### config.mk
export PLATFORM = sky130hd
export DESIGN_NAME = pipe_stage_reg
export DESIGN_NICKNAME = d
export VERILOG_FILES = /design/src/rtl/pipe_pkg.sv /design/src/rtl/pipe_stage_reg_sat_counter.sv /design/src/rtl/pipe_stage_reg.sv
export SDC_FILE = /design/constraint.sdc
export NUM_CORES = 1
export LEC_CHECK = 0
export CAP_MARGIN = 10
export CORE_MARGIN = 4
export CORE_UTILIZATION = 50
export CTS_BUF_LIST = sky130_fd_sc_hd__clkbuf_8
export CTS_CLUSTER_SIZE = 30
export DETAILED_ROUTE_END_ITERATION = 10
export GPL_TIMING_DRIVEN = 0
export PLACE_DENSITY = 0.81
export SLEW_MARGIN = 25
export SYNTH_ARGS = -nofsm -noshare
export SYNTH_HDL_FRONTEND = slang
export SYNTH_SLANG_ARGS = --single-unit
### constraint.sdc
create_clock -name CLK -period 2.3 [get_ports CLK]
set_input_delay 0.575 -clock CLK [delete_from_list [all_inputs] [get_ports CLK]]
set_output_delay 0.575 -clock CLK [all_outputs]
set_load 0.005 [all_outputs]
### src/rtl/pipe_pkg.sv
// pipe_pkg: shared pipeline-register widths and the MEM/WB field layout {WRITE_ENABLE, MUXDATAMEM_SELECT, RD, ALU_OUT, DATA_OUT}
package pipe_pkg;
  localparam int IF_ID_W = 64;
  localparam int ID_EX_W = 155;
  localparam int EX_MEM_W = 106;
  localparam int MEM_WB_W = 71;
  localparam int MW_DATA_OUT_LSB = 0;
  localparam int MW_ALU_OUT_LSB = 32;
  localparam int MW_RD_LSB = 64;
  localparam int MW_MUXDATAMEM_SELECT = 69;
  localparam int MW_WRITE_ENABLE = 70;
  function automatic logic [MEM_WB_W-1:0] pack_mem_wb(input logic we, input logic sel, input logic [4:0] rd, input logic [31:0] alu, input logic [31:0] data);
    return {we, sel, rd, alu, data};
  endfunction
endpackage

### src/rtl/pipe_stage_reg_sat_counter.sv
// sat_counter: W-bit up-counter that sticks at all-ones; ports clk, rst_n (async active-low), en, cnt
module sat_counter #(
  parameter int W = 16
) (
  input  logic         clk,
  input  logic         rst_n,
  input  logic         en,
  output logic [W-1:0] cnt
);
  always_ff @(posedge clk or negedge rst_n)
    if (!rst_n) cnt <= '0;
    else if (en && cnt != '1) cnt <= cnt + W'(1);
endmodule

### src/rtl/pipe_stage_reg.sv
// pipe_stage_reg: valid/ready pipeline stage (optional 2-entry skid) with flush, occupancy and saturating stall counter; ports CLK, RESET(async low), IN_VALID/IN_DATA/IN_READY, OUT_VALID/OUT_DATA/OUT_READY, FLUSH, OCCUPANCY, STALL_CNT
module pipe_stage_reg
  import pipe_pkg::*;
#(
  parameter int                DATA_W     = 32,
  parameter int                SKID       = 0,
  parameter int                CNT_W      = 16,
  parameter logic [DATA_W-1:0] RESET_DATA = '0
) (
  input  logic              CLK,
  input  logic              RESET,
  input  logic              IN_VALID,
  input  logic [DATA_W-1:0] IN_DATA,
  output logic              IN_READY,
  output logic              OUT_VALID,
  output logic [DATA_W-1:0] OUT_DATA,
  input  logic              OUT_READY,
  input  logic              FLUSH,
  output logic [1:0]        OCCUPANCY,
  output logic [CNT_W-1:0]  STALL_CNT
);
  logic              main_valid, skid_valid, accept, consume;
  logic [DATA_W-1:0] main_data, skid_data;
  assign IN_READY  = (SKID != 0) ? ~skid_valid : (~main_valid | OUT_READY);
  assign accept    = IN_VALID & IN_READY;
  assign consume   = main_valid & OUT_READY;
  assign OUT_VALID = main_valid;
  assign OUT_DATA  = main_data;
  assign OCCUPANCY = {1'b0, main_valid} + {1'b0, skid_valid};
  always_ff @(posedge CLK or negedge RESET)
    if (!RESET) begin
      main_valid <= 1'b0;
      skid_valid <= 1'b0;
      main_data  <= RESET_DATA;
      skid_data  <= RESET_DATA;
    end else if (FLUSH) begin
      main_valid <= 1'b0;
      skid_valid <= 1'b0;
      main_data  <= RESET_DATA;
      skid_data  <= RESET_DATA;
    end else if (skid_valid) begin
      if (consume) begin
        main_data  <= skid_data;
        skid_valid <= 1'b0;
      end
    end else if (accept && (!main_valid || OUT_READY)) begin
      main_data  <= IN_DATA;
      main_valid <= 1'b1;
    end else if (accept) begin
      skid_data  <= IN_DATA;
      skid_valid <= 1'b1;
    end else if (consume) main_valid <= 1'b0;
  sat_counter #(.W(CNT_W)) u_stall (
    .clk  (CLK),
    .rst_n(RESET),
    .en   (main_valid & ~OUT_READY),
    .cnt  (STALL_CNT)
  );
endmodule
### Yosys cells after proc, flatten, opt, wreduce, memory -nomap -nowiden

Index checks and enable logic that the tools add are counted.

| word-level totals | value |
|---|---|
| register bits | 82 |
| input bits | 37 |
| output and inout bits | 52 |
| logic and storage cells | 46 |

| cells by class | value |
|---|---|
| add/sub/neg operators | 2 |
| eq/ne operators | 5 |
| mux-type cells | 18 |
| bitwise operators | 6 |
| reduce and logical (&&, ||, !) cells | 10 |

Operators by type and width:

| operator | number |
|---|---|
| 32-bit 2-to-1 mux | 8 |
| 16-bit by 1-bit adder with 16-bit output (second input constant) | 1 |
| 16-bit != test (second input constant) | 1 |
| 1-bit 2-to-1 mux | 10 |
| 3-bit by 2-bit != test with 1-bit output (second input constant) | 2 |
| 3-bit AND reduction | 2 |
| 3-bit nonzero test | 2 |
| 2-bit != test (second input constant) | 2 |
| 1-bit AND | 3 |
| 1-bit by 1-bit adder with 2-bit output | 1 |
| 1-bit logical AND | 2 |
| 1-bit inverter | 2 |
| 2-bit AND reduction | 1 |
| 2-bit nonzero test | 1 |
| 1-bit zero test | 1 |
| 1-bit logical OR | 1 |
| 1-bit OR | 1 |

### Depth between registers and ports, before layout

| logic depth | value |
|---|---|
| word-level depth | 7 |
| gate-level depth with buffers | 6 |

### Cells and area by module

A second synthesis with hierarchy kept.

| unflattened totals | value |
|---|---|
| cells, all modules | 299 |
| area total of the unflattened synthesis | 3782.4 µm² |

By module, submodules not included:

| module | times used | cells each | area each (µm²) | sequential area each (µm²) |
|---|---|---|---|---|
| pipe_stage_reg | 1 | 227 | 2922.8 | 1651.6 |
| sat_counter | 1 | 72 | 859.6 | 400.4 |

### Least setup slack after synthesis

No wires, ideal clock.

| path | value |
|---|---|
| path type | in2reg |
| start | input OUT_READY |
| end | register u_stall.cnt[12] |
| library setup time | 0.119 ns |
| data arrival time | 1.664 ns |
| path slack | 0.517 ns |
| cell stages on the path | 5 |
| cells stage by stage | nand2b_1 clkbuf_1 nor4_1 nand3_1 o21a_1 |

| on the way | value |
|---|---|
| cells in the longest elaborated chain, start to end | 3 |

Ends and longest elaborated chain:

| element | line | text |
|---|---|---|
| start: declaration | pipe_stage_reg.sv:17 | `input logic OUT_READY,` |
| 1-bit inverter | pipe_stage_reg.sv:56 | `.en (main_valid & ~OUT_READY),` |
| 1-bit AND | pipe_stage_reg.sv:56 |  |
| 1-bit logical AND | pipe_stage_reg_sat_counter.sv:12 | `else if (en && cnt != '1) cnt <= cnt + W'(1);` |
| end signal: assignment | pipe_stage_reg_sat_counter.sv:12 |  |
| end: declaration | pipe_stage_reg_sat_counter.sv:8 | `output logic [W-1:0] cnt` |

No other way between the ends.
A chain may end at the register's enable or synchronous reset.

### Final worst setup path

| path | value |
|---|---|
| start | input OUT_READY |
| end | output IN_READY |

| on the way | value |
|---|---|
| cells in the longest elaborated chain, start to end | 1 |

Ends and longest elaborated chain:

| element | line | text |
|---|---|---|
| 1-bit OR | pipe_stage_reg.sv:24 | `assign IN_READY = (SKID != 0) ? ~skid_valid : (~main_valid \| OUT_READY);` |
| end: declaration | pipe_stage_reg.sv:14 | `output logic IN_READY,` |

No other way between the ends.

==> results.txt <==
Total GRT Usage - 0.199
Worst Hold Class - input port to asynchronous set/reset pin
total grt overflow - 0
Hold Vio Cnt, Final - 0
CTS max path bufs - 2
DR iter-0 viols - 87
Post-synth EDFFs - 0
Yosys top cell by area - dfrtp_1
period utilisation layout - 0.962
full die area - 8350 um2
row count - 30
Reg clk slew, reported paths - 0.08 ns
die width - 91.4 um
core area - 6790 um2
P_leak - 2.05 nW
io pins - 89
pre-CTS WS - -0.514 ns
slew margin rel. - 0.509
CTS H-tree lvls - 3
pwr dens - 683 nW/um2
Synth Warn # - 0
vias in the first global route - 2652
Max Slew Vio Count - 0
hold_ws - 0.163 ns
worst vdd ir - 0.000457 V
largest cells by area after synthesis - dfrtp_1 59%, mux2i_1 9.2%, o31ai_1 6.9%, nor2b_1 5.8%, nand2_1 4.0%
HPWL Detailed - 5.57 mm
RSZ-0062 raised after global routing - no
Worst-Skew Late Latency - 0.35 ns
vias per cell - 5.25
drt total wl - 7.84 mm
min cycle time layout - 2.21 ns
top-area cell type share of the netlist area - 0.590
fraction of registers with async set/reset - 1.00
remaining antenna violation count - 0
CP Capture Type - output pin
Synth cell types - 35
synthesized instance count - 290
CTS tree - done
initial antenna violation count - 0
max_cap viols - 0
CP Data Required Time - 1.73 ns
share of cells above drive strength 1 - 0.0833
first-pass GRT wire length - 13.2 mm
Mapped Area - 3480 um2
Arrival @ worst endpoint - 1.64 ns
CTS root buf - clkbuf_8
Setup TNS Final - 0 ns
Synth Flop Type - dfrtp_1
status - completed
routed wire length per instance - 15.9 um
Initial Util - 0.512
Startpoint Class - input port
IO Port Bufs - 88
Crit Path Max Fanout - 10
Synth Net Count - 329
TritonCTS Buffers - 9
drc violations - 0
largest net degree at the start of global routing - 52
post-layout worst setup margin - 0.0866 ns
f_max - 452 MHz
Vias - 2581
routability congestion estimate - 0.756
Area Growth Syn to Fin - 36.5%
height of the chip - 91.4 um
Seq cells post-synth - 82
Setup-failing EPs final - 0
Post-Syn Area per Cell - 12.0 um2
register area share after synthesis - 0.590
Ant. Diodes - 0
worst-margin pin slew - 0.737 ns
final layout net count - 430
CP Class - input port to output pin
DR pass1 iterations - 4
CTS sink cnt - 82
Fin Clk Skew - 0.00759 ns
[report_power, final]
part           internal [mW]  leakage [nW]  switching, mW  total (mW)
Clock                  0.636         0.119          0.504        1.14
Combinational          0.283         0.829          0.199       0.483
Sequential              1.53          1.10         0.0917        1.62
[cell usage after synthesis, types with 2 or more instances]
cell type and instances:
dfrtp_1 82, nand2_1 37, nor3b_1 2, clkbuf_1 9
mux2i_1 32, xor2_1 11, a21oi_1 2, ha_1 2
buf_2 7, nand3_1 5, nor4_1 4, nor3_1 3
nand4_1 2, buf_1 2, and4_1 2, o31ai_1 32
inv_1 3, nor2_1 4, nor2b_1 32, xnor2_1 2
[per-stage QoR]
stage | power, mW | area (um2) | utilization | std cells
4_1_cts | 3.28 | 4750 | 0.699 | 492
3_3_place_gp | 2.12 | 4480 | 0.659 | 474
2_1_floorplan | 1.80 | 3480 | - | 290
3_5_place_dp | 2.13 | 4500 | 0.663 | 475
6_report | 3.24 | 4750 | 0.699 | 492
5_1_grt | 3.40 | 4750 | 0.699 | 492
[cells by family after synthesis]
family | Yosys count | share of synthesized area
adder cells (fa/ha/maj) | 2 | 0.00719
XOR/XNOR | 13 | 0.0327
buffers and inverters | 21 | 0.0252
multiplexers | 34 | 0.0986
AO/OA/AOI/OAI | 40 | 0.0853
AND/OR/NAND/NOR | 98 | 0.161
flip-flops | 82 | 0.590
[registers in the layout, indices dropped and copies added (netlist names)]
name / cells
OUT_DATA: 32
skid_valid: 1
u_stall.cnt: 16
OUT_VALID: 1
skid_data: 32
[cells in the final DEF, fill, tap and decap left out, types with 5 or more instances in the layout]
cell type and instances:
xor2_1 11, mux2i_1 32, nor2b_1 32, buf_2 7, clkdlybuf4s50_1 86, dfrtp_1 82
inv_1 5, clkbuf_1 8, o31ai_1 32, nand2_1 37, clkbuf_8 11, nand3_1 5
[cell type report]
| class | count | area [um2] |
|---|---|---|
| clock inverter | 6 | 81.3 |
| inverter | 3 | 11.3 |
| fill | 491 | 2050 |
| buffer | 18 | 86.3 |
| clock buffer | 10 | 138 |
| tap | 96 | 120 |
| multi-input combinational | 187 | 1350 |
| sequential | 82 | 2050 |
| timing repair buffer | 90 | 912 |
[path summary, 6_finish.rpt]
path	start	end	cells after the start	slack, ns
worst max-delay path	OUT_READY	IN_READY	4	0.09
worst min-delay path	RESET	OUT_DATA[13]	1	0.16
worst max register to register	skid_valid	OUT_DATA[30]	6	0.40
worst min register to register	OUT_DATA[21]	OUT_DATA[21]	2	0.48
max in group asynchronous	RESET	OUT_DATA[30]	2	1.55
min in group CLK	OUT_DATA[21]	OUT_DATA[21]	2	0.48
[repair_timing]
action	CTS	global route
resized for setup	6	0
buffers inserted	1	0
setup endpoints to repair	1	0
hold buffers	0	0
[per-layer routing]
metal | part of all wire | global-route usage | vias to the layer above
li1 | - | - | 1226
met1 | 0.46 | 0.270 | 1266
met2 | 0.46 | 0.304 | 81
met3 | 0.063 | 0.0621 | 8
met4 | 0.011 | 0.0628 | 0
met5 | 0 | 0 | -
[worst max-delay path: stages]
cell and delay (ns):
clkdlybuf4s50_1 0.51, nand2b_4 0.15, clkbuf_8 0.16, dlygate4sd2_1 0.24
(Power assumes the default switching activity.)
